[config.mk]
export PLATFORM = sky130hd
export DESIGN_NAME = neuron_seq_ctrl
export DESIGN_NICKNAME = d
export VERILOG_FILES = /design/src/rtl/neuron_seq_ctrl.sv
export SDC_FILE = /design/constraint.sdc
export NUM_CORES = 1
export LEC_CHECK = 0
export BUFFER_PORTS_ARGS = -buffer_cell sky130_fd_sc_hd__buf_2
export CAP_MARGIN = 10
export CORE_MARGIN = 2
export CORE_UTILIZATION = 45
export DETAILED_ROUTE_END_ITERATION = 8
export PLACE_DENSITY = 0.76
export SLEW_MARGIN = 20
export SYNTH_ARGS = -nofsm -noshare
export SYNTH_HDL_FRONTEND = slang
export SYNTH_SLANG_ARGS = --single-unit
[constraint.sdc]
create_clock -name clk -period 1.6 [get_ports clk]
set_input_delay 0.16 -clock clk [delete_from_list [all_inputs] [get_ports clk]]
set_output_delay 0.16 -clock clk [all_outputs]
set_load 0.01 [all_outputs]
[src/rtl/neuron_seq_ctrl.sv]
// Single-neuron evaluation sequencer: streams weighted terms through a shared
// registered adder into a saturating accumulator, adds bias, applies optional ReLU.
//
// state  | meaning
// IDLE   | waiting for start; result and sat_flag from last evaluation held
// FETCH  | in_ready high, presenting acc + in_data to the adder
// WAIT   | capturing the adder result for the accepted term
// BIAS   | presenting acc + latched bias to the adder
// BWAIT  | capturing the biased sum, loading the output register
// OUT    | result valid, holding until out_ready
module neuron_seq_ctrl #(
  parameter int NUM_INPUTS = 4,
  parameter bit RELU_EN    = 1'b1,
  parameter int CNT_W      = $clog2(NUM_INPUTS + 1)
) (
  input  logic        clk,
  input  logic        rst_n,
  input  logic        start,
  input  logic [7:0]  bias,
  input  logic        in_valid,
  input  logic [7:0]  in_data,
  output logic        in_ready,
  output logic [15:0] add_in1,
  output logic [7:0]  add_in2,
  input  logic [15:0] add_sum,
  input  logic        add_carry,
  output logic        out_valid,
  output logic [15:0] out_data,
  input  logic        out_ready,
  output logic        busy,
  output logic        sat_flag
);

  typedef enum logic [2:0] {
    S_IDLE  = 3'd0,
    S_FETCH = 3'd1,
    S_WAIT  = 3'd2,
    S_BIAS  = 3'd3,
    S_BWAIT = 3'd4,
    S_OUT   = 3'd5
  } state_t;

  localparam logic [CNT_W-1:0] LAST_TERM = CNT_W'(NUM_INPUTS - 1);

  state_t             state_q;
  logic [15:0]        acc_q;
  logic [CNT_W-1:0]   cnt_q;
  logic [7:0]         bias_q;
  logic               sat_q;
  logic               in_ready_q;
  logic               out_valid_q;
  logic [15:0]        out_data_q;
  logic               busy_q;

  logic [15:0]        acc_d;
  logic               sat_hit;

  function automatic logic [15:0] relu_f(input logic [15:0] v);
    return (RELU_EN && v[15]) ? 16'h0000 : v;
  endfunction

  // The 17th sum bit disagreeing with bit 15 means the 16-bit result wrapped.
  always_comb begin
    sat_hit = (add_carry != add_sum[15]);
    acc_d   = add_sum;
    if (sat_hit) acc_d = add_carry ? 16'h8000 : 16'h7FFF;
  end

  always_comb begin
    add_in1 = 16'h0000;
    add_in2 = 8'h00;
    case (state_q)
      S_FETCH: begin
        add_in1 = acc_q;
        add_in2 = in_data;
      end
      S_BIAS: begin
        add_in1 = acc_q;
        add_in2 = bias_q;
      end
      default: ;
    endcase
  end

  always_ff @(posedge clk) begin
    if (!rst_n) begin
      state_q     <= S_IDLE;
      acc_q       <= 16'h0000;
      cnt_q       <= '0;
      bias_q      <= 8'h00;
      sat_q       <= 1'b0;
      in_ready_q  <= 1'b0;
      out_valid_q <= 1'b0;
      out_data_q  <= 16'h0000;
      busy_q      <= 1'b0;
    end else begin
      case (state_q)
        S_IDLE: begin
          if (start) begin
            acc_q      <= 16'h0000;
            cnt_q      <= '0;
            bias_q     <= bias;
            sat_q      <= 1'b0;
            in_ready_q <= 1'b1;
            busy_q     <= 1'b1;
            state_q    <= S_FETCH;
          end
        end
        S_FETCH: begin
          if (in_valid && in_ready_q) begin
            in_ready_q <= 1'b0;
            state_q    <= S_WAIT;
          end
        end
        S_WAIT: begin
          acc_q <= acc_d;
          cnt_q <= cnt_q + 1'b1;
          if (sat_hit) sat_q <= 1'b1;
          if (cnt_q == LAST_TERM) begin
            state_q <= S_BIAS;
          end else begin
            in_ready_q <= 1'b1;
            state_q    <= S_FETCH;
          end
        end
        S_BIAS: begin
          state_q <= S_BWAIT;
        end
        S_BWAIT: begin
          acc_q       <= acc_d;
          if (sat_hit) sat_q <= 1'b1;
          out_valid_q <= 1'b1;
          out_data_q  <= relu_f(acc_d);
          state_q     <= S_OUT;
        end
        S_OUT: begin
          if (out_ready) begin
            out_valid_q <= 1'b0;
            busy_q      <= 1'b0;
            state_q     <= S_IDLE;
          end
        end
        default: begin
          in_ready_q  <= 1'b0;
          out_valid_q <= 1'b0;
          busy_q      <= 1'b0;
          state_q     <= S_IDLE;
        end
      endcase
    end
  end

  assign in_ready  = in_ready_q;
  assign out_valid = out_valid_q;
  assign out_data  = out_data_q;
  assign busy      = busy_q;
  assign sat_flag  = sat_q;

endmodule
==> results.ini, run 1 <==
[outcome]
outcome = complete, no violations

[place]
global_placement_routability_congestion = 0.787
detailed_place_hpwl_um = 3940
dp_cells = 417
port-buffer-count = 80
post_place_cell_area_um2 = 2920

[clocking]
ctsLongestPathBuffers = 2
clkSinkCount = 49
cts_root_buf = sky130_fd_sc_hd__clkbuf_8
cts_inserted_buffers = 5
postCtsHoldBufs = 0
cts_max_level = 2
worst_setup_hold_path_clk_slew_ns = 0.09
cts_tree = built
clkLatencyLatePin_ns = 0.30

[timing]
finalClockSkew_ns = 0.00476
clock.fmax_ghz = 0.651
final.hold.worst_slack_ns = 0.103
final.setup.tns_ns = 0
final-setup-viol-count = 0
slew_headroom = 0.597
tightest_slew_ns = 0.603
final_period_minus_worst_setup_slack_ns = 1.54
maxSlewViolCount = 0
timing.final.crit_share = 0.961
unrepaired_setup_endpoints_after_global_routing = true
final_hold_viol_count = 0

[logic_synthesis]
ys_seq_elements = 49
synth_enable_flop_cells = 0
syn_avg_cell_area_um2 = 8.86
number_of_warnings_reported_in_the_yosys_synthesis_log = 0
synth.largest_area_cell = sky130_fd_sc_hd__dfxtp_1
yosys-top-cells-count = sky130_fd_sc_hd__dfxtp_1 (49), sky130_fd_sc_hd__nor2_1 (29), sky130_fd_sc_hd__mux2i_1 (23)
syn_nets = 309
synth_seq_area_share = 0.415
mappedNetlistArea_um2 = 2370
post-synth-top-count-cell = sky130_fd_sc_hd__dfxtp_1
post-synth-top-area-fraction = 0.415
async_flop_share = 0
netlist_top_cells_area = sky130_fd_sc_hd__dfxtp_1 (41%), sky130_fd_sc_hd__mux2i_1 (9.7%), sky130_fd_sc_hd__and2_1 (5.3%), sky130_fd_sc_hd__nor2b_1 (5.0%), sky130_fd_sc_hd__a21o_1 (4.8%)
synth_ff_type = sky130_fd_sc_hd__dfxtp_1
synth_cell_type_count = 36
synthesis.instances = 267

[global_routing]
grt_util_all_layers = 0.193
gr-total-overflow = 0
grt_start_max_net_pins = 23
first_global_vias = 1974
grt_first_pass_wirelength_um = 9110
grt_antenna_before_repair = 0

[layout]
area_growth_syn_to_layout_pct = 30.6
layout.cells.non_filler = 427
final_net_count = 398
antennaDiodeCount = 0
design_area_um2 = 3090
layout_cells_sized_above_1 = 0.342

[detailed_routing]
firstDrtPassIters = 4
initialDrtViolationCount = 102
remaining_drc_errors = 0
dr_total_vias = 2121
detail_route.wirelength_um = 5560
post_drt_via_cell_ratio = 4.97
ant_nets = 0
wl_per_cell_um = 13.0

[setup_path]
arrival_ns = 1.38
required_ns = 1.44
path_class = flip-flop to output port
endpoint_kind = output port
critPathMaxFanout = 8
critical_path.startpoint_type = flip-flop

[floorplan]
coreArea_um2 = 5070
std_cell_rows = 26
boundaryPins = 82
initial_utilization = 0.466
floorplan.die.width_um = 76.5
dieArea_um2 = 5850
chipHeight_um = 76.5

[pwr]
vdd_ir_drop_max_uv = 444
power.density_cell_area_nw_per_um2 = 859
cellLeakagePower_nw = 1.47
total_power_mw = 2.66

[worst_hold_path]
hp-class = primary input to flip-flop

[flow_run]
max_cap_viol_count = 0

[metrics by stage]
stage          setup slack (ns)   util
2_1_floorplan            0.0634      -
5_1_grt                -0.00527  0.609
4_1_cts                  0.0219  0.605
3_3_place_gp             -0.173  0.576
3_5_place_dp             -0.192  0.576
6_report                 0.0631  0.609
[placed cells by master, fill, tap and decap left out, drive strengths merged, types with 2 or more instances in the layout]
cell	count
a22oi	16
nand3	4
inv	7
a21o	15
or3b	2
nand2	22
clkbuf	6
buf	103
dfxtp	49
nor3	3
nor2	29
mux2i	23
a211oi	2
a21oi	4
nor2b	19
ha	4
and2	20
a21boi	9
o21ai	6
[worst max-delay path: stages (launching register included)]
cell                      delay, ns
sky130_fd_sc_hd__dfxtp_4       0.37
sky130_fd_sc_hd__buf_4         0.13
sky130_fd_sc_hd__nor2b_4       0.17
sky130_fd_sc_hd__buf_6         0.14
sky130_fd_sc_hd__and2_1        0.14
sky130_fd_sc_hd__buf_2         0.13
[kinds of logic (layout without fill, tap and decap cells)]
kind of cell / Yosys count / after routing / share of synthesized area
compound gates: 58 / 58 / 0.177
fa+ha+maj: 4 / 4 / 0.0212
buf+inv: 28 / 118 / 0.0587
flops: 49 / 49 / 0.415
mux: 23 / 23 / 0.0973
other cells: 1 / 1 / 0.00158
simple gates: 104 / 104 / 0.230
[worst paths after layout]
kind	from	endpoint	slack (ns)	cells after the start
worst max-delay path	state_q[0]	add_in1[10]	0.06	5
worst min-delay path	bias[3]	bias_q[3]	0.10	3
worst max register to register	state_q[2]	cnt_q[0]	0.13	5
worst min register to register	bias_q[1]	bias_q[1]	0.47	2
[where the power goes]
| group | switching [mW] | internal, mW |
|---|---|---|
| Sequential | 0.0239 | 1.26 |
| Clock | 0.416 | 0.508 |
| Combinational | 0.230 | 0.212 |
[registers in the layout, summed over array words and instances (netlist names)]
signal,flops
busy,1
out_data,15
in_ready,1
acc_q,16
sat_flag,1
state_q,3
out_valid,1
bias_q,8
cnt_q,3
[repair_timing]
item	in CTS	in global routing
hold endpoints to repair	0	0
setup buffers	0	1
gates resized for setup	7	5
endpoints found under the setup margin	16	24
cloned	1	0
[layer usage]
layer,GRT usage,part of all wire,vias up
li1,-,-,1082
met1,0.248,0.46,969
met2,0.315,0.47,62
met3,0.0415,0.051,8
met4,0.0782,0.017,0
met5,0,0,-
[final cells by class]
cell class              count  area, um2
fillers                   475       1990
multi-input cells         190       1270
flip-flops and latches     49        987
repair buffers            103        597
well taps                  70       87.6
clock buffers               6       82.6
clock inverters             2       37.5
inverters                   7       26.3
Note: power is estimated with default switching activity, not from simulation.
==> run 2, diff against run 1 <==
ABC_AREA = 1   (was unset)
REMOVE_ABC_BUFFERS = 1   (was unset)
==> results.ini, run 2 <==
[timing]
clock.fmax_ghz = 0.616  ; -5.4%
final-setup-viol-count = 13  ; +13
slew_headroom = 0.657  ; +0.0596
fin_ws_ns = -0.0243  ; -0.0874 ns
unrepaired_setup_endpoints_after_global_routing = true
final.hold.worst_slack_ns = 0.128  ; +0.0254 ns
maxSlewViolCount = 0  ; unchanged
tightest_slew_ns = 0.515  ; -0.0888 ns
final_period_minus_worst_setup_slack_ns = 1.62  ; +0.0874 ns
final_hold_viol_count = 0  ; unchanged
finalClockSkew_ns = 0.00752  ; +0.00276 ns
timing.final.crit_share = 1.02  ; +0.0546

[detailed_routing]
ant_nets = 0  ; unchanged
initialDrtViolationCount = 82  ; -20%
detail_route.wirelength_um = 5940  ; +6.9%
wl_per_cell_um = 11.9  ; -8.4%
remaining_drc_errors = 0  ; unchanged
firstDrtPassIters = 4  ; unchanged
post_drt_via_cell_ratio = 4.75  ; -4.4%
dr_total_vias = 2365  ; +12%

[logic_synthesis]
synth_seq_area_share = 0.424  ; +0.00896
synth_ff_type = sky130_fd_sc_hd__dfxtp_1
post-synth-top-area-fraction = 0.424  ; +0.00896
synthesis.instances = 339  ; +27%
number_of_warnings_reported_in_the_yosys_synthesis_log = 0  ; unchanged
yosys-top-cells-count = sky130_fd_sc_hd__nand2_1 (111), sky130_fd_sc_hd__dfxtp_1 (49), sky130_fd_sc_hd__a21oi_1 (44)
mappedNetlistArea_um2 = 2320  ; -2.1%
syn_avg_cell_area_um2 = 6.83  ; -23%
synth_cell_type_count = 26  ; -28%
async_flop_share = 0  ; unchanged
synth_enable_flop_cells = 0  ; unchanged
netlist_top_cells_area = sky130_fd_sc_hd__dfxtp_1 (42%), sky130_fd_sc_hd__nand2_1 (18%), sky130_fd_sc_hd__a21oi_1 (9.5%), sky130_fd_sc_hd__inv_1 (6.2%), sky130_fd_sc_hd__o21ai_0 (4.1%)
ys_seq_elements = 49  ; unchanged
synth.largest_area_cell = sky130_fd_sc_hd__dfxtp_1
post-synth-top-count-cell = sky130_fd_sc_hd__nand2_1

[floorplan]
dieArea_um2 = 5740  ; -2.0%
initial_utilization = 0.459  ; -0.00692
chipHeight_um = 75.7  ; -1.0%
floorplan.die.width_um = 75.7  ; -1.0%
std_cell_rows = 26  ; unchanged
boundaryPins = 82  ; unchanged
coreArea_um2 = 5040  ; -0.64%

[setup_path]
r2r_path_start = state_q[0]
setup.worst_path.start = state_q[1]
required_ns = 1.44  ; about the same
critical_path.reg2reg.endpoint = acc_q[1]
path_class = flip-flop to output port
rrSetupSlack_ns = 0.09  ; -0.04 ns
arrival_ns = 1.46  ; +0.08 ns
endpoint_kind = output port
critPathMaxFanout = 10  ; +2
ff2ff_path_depth = 7  ; +2
critical_path.endpoint = add_in1[6]
critical_path.startpoint_type = flip-flop

[outcome]
outcome = finished with violations
violated_checks = setup timing

[layout]
area_growth_syn_to_layout_pct = 29.2
largest_register_ff_count = 16  ; unchanged
antennaDiodeCount = 0  ; unchanged
mostFrequentLayoutCell = sky130_fd_sc_hd__nand2_1
final_net_count = 469  ; +18%
top_register = acc_q
final_cell_mix = sky130_fd_sc_hd__nand2_1 (109), sky130_fd_sc_hd__buf_2 (80), sky130_fd_sc_hd__dfxtp_1 (46), sky130_fd_sc_hd__a21oi_1 (44), sky130_fd_sc_hd__inv_1 (36)
layout_cells_sized_above_1 = 0.311  ; -0.0310
final_core_util = 0.593  ; -0.0154

[clocking]
cts_inserted_buffers = 5  ; unchanged
cts_max_level = 2  ; unchanged
clkLatencyLatePin_ns = 0.31  ; about the same
cts_tree = built
cts_root_buf = sky130_fd_sc_hd__clkbuf_8
worst_setup_hold_path_clk_slew_ns = 0.09  ; about the same
clkSinkCount = 49  ; unchanged
ctsLongestPathBuffers = 2  ; unchanged
postCtsHoldBufs = 0  ; unchanged

[place]
global_placement_routability_congestion = 0.912  ; +16%
dp_worst_setup_slack_ns = 0.0968  ; +0.289 ns
port-buffer-count = 80  ; unchanged
detailed_place_hpwl_um = 3900  ; -0.93%

[worst_hold_path]
hp-class = primary input to flip-flop

[pwr]
vdd_ir_drop_max_uv = 582  ; +31%
power.density_cell_area_nw_per_um2 = 931  ; +8.3%
cellLeakagePower_nw = 1.39  ; -5.0%

[global_routing]
globalRouteMet2Util = 0.367  ; +0.0518
first_global_vias = 2071  ; +4.9%
grt-busiest-layer = met2
grt_first_pass_wirelength_um = 9010  ; -1.1%
gr-total-overflow = 0  ; unchanged
gr-usage-met3 = 0.0476  ; +0.00615
grt_antenna_before_repair = 0  ; unchanged
grt_start_max_net_pins = 38  ; +65%
grt_util_all_layers = 0.208  ; +0.0155
grtUsageMet1 = 0.249  ; +0.00162

[flow_run]
max_cap_viol_count = 0  ; unchanged

-- run 2: cell count changes in the layout (fill, tap and decap cells not counted), moves of 13 or more --
cell | previous run | this run
sky130_fd_sc_hd__a22oi_1 | 15 | 0
sky130_fd_sc_hd__mux2i_1 | 23 | 0
sky130_fd_sc_hd__inv_1 | 7 | 36
sky130_fd_sc_hd__nor2b_1 | 18 | 0
sky130_fd_sc_hd__o21ai_0 | 6 | 19
sky130_fd_sc_hd__and2_1 | 19 | 0
sky130_fd_sc_hd__a21oi_1 | 4 | 44
sky130_fd_sc_hd__nand2_1 | 22 | 109
sky130_fd_sc_hd__a21o_1 | 15 | 0
-- run 2: report_power, final --
group          internal [mW]  leakage, nW  switching [mW]
clock network          0.391       0.0542           0.416
logic                  0.255        0.941           0.398
registers               1.29        0.399          0.0373
total                   1.93         1.39           0.851
-- run 2: layout make-up --
class / instances / area, um2
well taps: 70 / 87.6
clock inverters: 1 / 5.00
flip-flops and latches: 49 / 987
repair buffers: 98 / 551
clock buffers: 7 / 96.3
fillers: 480 / 2050
multi-input cells: 232 / 1110
inverters: 41 / 158
-- run 2: critical path, cell delays in order (launching register included) --
cell and delay [ns]:
sky130_fd_sc_hd__dfxtp_4 0.40, sky130_fd_sc_hd__nand3_1 0.14, sky130_fd_sc_hd__nand2_2 0.13, sky130_fd_sc_hd__clkinvlp_4 0.12
sky130_fd_sc_hd__buf_8 0.15, sky130_fd_sc_hd__nor2_1 0.08, sky130_fd_sc_hd__buf_2 0.13
-- run 2: worst min-delay path by stage --
stage	from	endpoint	slack (ns)	cells after the start
floorplan	rst_n	in_ready	0.28	2
global placement	sat_flag	sat_flag	0.43	2
detailed placement	sat_flag	sat_flag	0.44	2
CTS	bias[0]	bias_q[0]	0.14	3
global route	bias[4]	bias_q[4]	0.17	3
finish	bias[0]	bias_q[0]	0.13	3
-- run 2: timing repair --
action / in CTS / in global routing
resized for setup: 8 / 10
pin swaps: 0 / 2
endpoints found under the setup margin: 16 / 24
setup buffers: 5 / 5
-- run 2: logic make-up (layout without fill, tap and decap cells) --
family | Yosys count | count (layout) | synth area share
simple gates | 159 | 159 | 0.292
compound gates | 68 | 68 | 0.153
buf+inv | 58 | 147 | 0.108
flops | 49 | 49 | 0.424
fa+ha+maj | 4 | 4 | 0.0216
other cells | 1 | 1 | 0.00162
-- run 2: routing by layer --
metal	part of all wire	vias up	routed length, um
li1	-	1225	-
met1	0.44	1053	2590
met2	0.48	80	2850
met3	0.069	7	407
met4	0.016	0	94
met5	0	-	0
-- run 2: per-stage QoR --
stage	total power [mW]	TNS (ns)	instance area (um2)	std cells
2_1_floorplan	1.70	0	2220	322
3_3_place_gp	1.90	0	2770	480
3_5_place_dp	1.91	0	2770	480
4_1_cts	2.74	0	2920	493
5_1_grt	2.93	-0.921	2990	498
6_report	2.78	-0.175	2990	498
==> run 3, diff against run 2 <==
--- a/config.mk
+++ b/config.mk
@@ -15,2 +15,3 @@
 export REMOVE_ABC_BUFFERS = 1
+export SKIP_CTS_REPAIR_TIMING = 1
 export SLEW_MARGIN = 20
==> constraint.sdc (replaced) <==
create_clock -name clk -period 1.6 [get_ports clk]
set_input_delay 0.24 -clock clk [delete_from_list [all_inputs] [get_ports clk]]
set_output_delay 0.24 -clock clk [all_outputs]
set_load 0.01 [all_outputs]
==> results.ini, run 3 (same netlist as run 2, synthesis figures left out) <==
[place]
global_placement_routability_congestion = 0.824  ; -9.6%
detailed_place_hpwl_um = 3970  ; +1.7%
port-buffer-count = 80  ; unchanged
dp_cells = 481  ; +0.21%

[global_routing]
grt_first_pass_wirelength_um = 8800  ; -2.3%
grt_antenna_before_repair = 0  ; unchanged
grt_util_all_layers = 0.201  ; -0.00751
grt_start_max_net_pins = 38  ; unchanged
first_global_vias = 2066  ; -0.24%
gr-total-overflow = 0  ; unchanged

[detailed_routing]
ant_nets = 0  ; unchanged
detail_route.wirelength_um = 5650  ; -4.9%
remaining_drc_errors = 0  ; unchanged
dr_total_vias = 2355  ; -0.42%
wl_per_cell_um = 11.5  ; -3.5%
post_drt_via_cell_ratio = 4.80  ; +1.0%
initialDrtViolationCount = 98  ; +20%
firstDrtPassIters = 5  ; +1

[setup_path]
timing.critical_path.mode_cell = sky130_fd_sc_hd__nand2_2
critPathMaxStageDelay_ns = 0.37  ; -0.03 ns
arrival_ns = 1.45  ; about the same
cp_cell_sequence = nor2_4 -> nand2_2 -> nand2_2 -> clkinvlp_4 -> buf_12 -> nor2_1 -> buf_2
endpoint_kind = output port
path_class = flip-flop to output port
critical_path.startpoint_type = flip-flop
crit_buf_inv = 3  ; unchanged
worst_path_dominant_cell_family = buffers and inverters
critical_path.slowest_cell = sky130_fd_sc_hd__dfxtp_4
required_ns = 1.36  ; -0.08 ns
critPathMaxFanout = 16  ; +6

[clocking]
cts_max_level = 2  ; unchanged
cts_tree = built
worst_setup_hold_path_clk_slew_ns = 0.09  ; about the same
cts_inserted_buffers = 5  ; unchanged
cts_root_buf = sky130_fd_sc_hd__clkbuf_8
ctsLongestPathBuffers = 2  ; unchanged
clkSinkCount = 49  ; unchanged
clkLatencyLatePin_ns = 0.31  ; about the same

[floorplan]
coreArea_um2 = 5040  ; unchanged
boundaryPins = 82  ; unchanged
std_cell_rows = 26  ; unchanged
chipHeight_um = 75.7  ; unchanged
initial_utilization = 0.459  ; unchanged
floorplan.die.width_um = 75.7  ; unchanged
dieArea_um2 = 5740  ; unchanged

[worst_hold_path]
hp-class = primary input to flip-flop

[flow_run]
max_cap_viol_count = 0  ; unchanged

[pwr]
power.switching_fraction = 0.318  ; +0.0129
internal-power_mw = 1.83  ; -5.6%
vdd_ir_drop_max_uv = 522  ; -10%
power.density_cell_area_nw_per_um2 = 906  ; -2.7%
share_of_total_power_in_the_clock_network = 0.276  ; -0.014
cellLeakagePower_nw = 1.35  ; -3.3%
combinationalPowerShare = 0.230  ; -0.005
power.share.sequential = 0.494  ; +0.018
power_switching_mw = 0.853  ; +0.22%

[timing]
tightest_slew_ns = 0.632  ; +0.117 ns
slew_headroom = 0.578  ; -0.0787
finalClockSkew_ns = 0.0111  ; +0.00362 ns
final_period_minus_worst_setup_slack_ns = 1.69  ; +0.0610 ns
final.setup.tns_ns = -1.24  ; -1.06 ns
final_hold_viol_count = 0  ; unchanged
clock.fmax_ghz = 0.593  ; -3.6%
timing.final.crit_share = 1.05  ; +0.0381
unrepaired_setup_endpoints_after_global_routing = true
final-setup-viol-count = 16  ; +3
maxSlewViolCount = 0  ; unchanged
fin_ws_ns = -0.0852  ; -0.0610 ns

[layout]
mostFrequentLayoutCell = sky130_fd_sc_hd__nand2_1
area_growth_syn_to_layout_pct = 27.6
final_core_util = 0.586  ; -0.00720
final_net_count = 462  ; -1.5%
largest_register_ff_count = 16  ; unchanged
top_register = acc_q
antennaDiodeCount = 0  ; unchanged
final_cell_mix = sky130_fd_sc_hd__nand2_1 (109), sky130_fd_sc_hd__buf_2 (79), sky130_fd_sc_hd__dfxtp_1 (46), sky130_fd_sc_hd__a21oi_1 (44), sky130_fd_sc_hd__inv_1 (36)
layout.cells.non_filler = 491  ; -1.4%
layout_cells_sized_above_1 = 0.316  ; +0.00517

[outcome]
violated_checks = setup timing
outcome = finished with violations

## run 3: cell count changes in the layout (fill, tap and decap cells not counted), moves of 2 or more
cell / before / now
sky130_fd_sc_hd__nor2_1: 20 / 12
sky130_fd_sc_hd__nor2_2: 5 / 12
sky130_fd_sc_hd__buf_4: 15 / 10
sky130_fd_sc_hd__o21ai_0: 19 / 15
sky130_fd_sc_hd__o21ai_1: 0 / 4
sky130_fd_sc_hd__clkbuf_8: 7 / 5
## run 3: area by class of cell
cell class | count | area, um2
fillers | 481 | 2090
multi-input cells | 232 | 1130
flip-flops and latches | 49 | 990
repair buffers | 91 | 502
inverters | 41 | 158
well taps | 70 | 87.6
clock buffers | 6 | 72.6
clock inverters | 2 | 13.8
## run 3: metal layers
metal  vias to the layer above  global-route usage  wire length, um
met5                         -                   0                0
met3                         7              0.0489              445
li1                       1211                   -                -
met2                        94               0.345             2650
met4                         0              0.0721               85
met1                      1043               0.244             2470
## run 3: worst paths after layout
kind,slack (ns),start,endpoint,cells past startpoint
hold / removal,0.21,bias[7],bias_q[7],3
setup reg to reg,0.17,state_q[2],acc_q[8],8
hold reg to reg,0.45,bias_q[7],bias_q[7],2
setup / recovery,-0.09,state_q[2],add_in1[6],7
## run 3: worst register-to-register path: cells and delay by family (launching register included)
family	cells	cell delay [ns]
flops	1	0.39
buf+inv	3	0.36
compound gates	1	0.14
simple gates	4	0.47
## run 3: per-stage QoR
stage | total power, mW | area [um2] | hold slack, ns | worst slack (ns)
3_5_place_dp | 1.91 | 2780 | 0.438 | 0.0313
4_1_cts | 2.65 | 2860 | 0.213 | -0.291
6_report | 2.68 | 2960 | 0.214 | -0.0852
2_1_floorplan | 1.70 | 2220 | 0.361 | 0.114
3_3_place_gp | 1.90 | 2780 | 0.429 | 0.0738
5_1_grt | 2.83 | 2960 | 0.239 | -0.163
## run 3: power groups by stage
stage	registers (mW)	clock network (mW)	logic (mW)
final	1.32	0.739	0.615
after CTS	1.32	0.765	0.563
after floorplan	1.36	0	0.341
after global placement	1.35	0	0.551
after global routing	1.33	0.801	0.697
after detailed placement	1.35	0	0.561
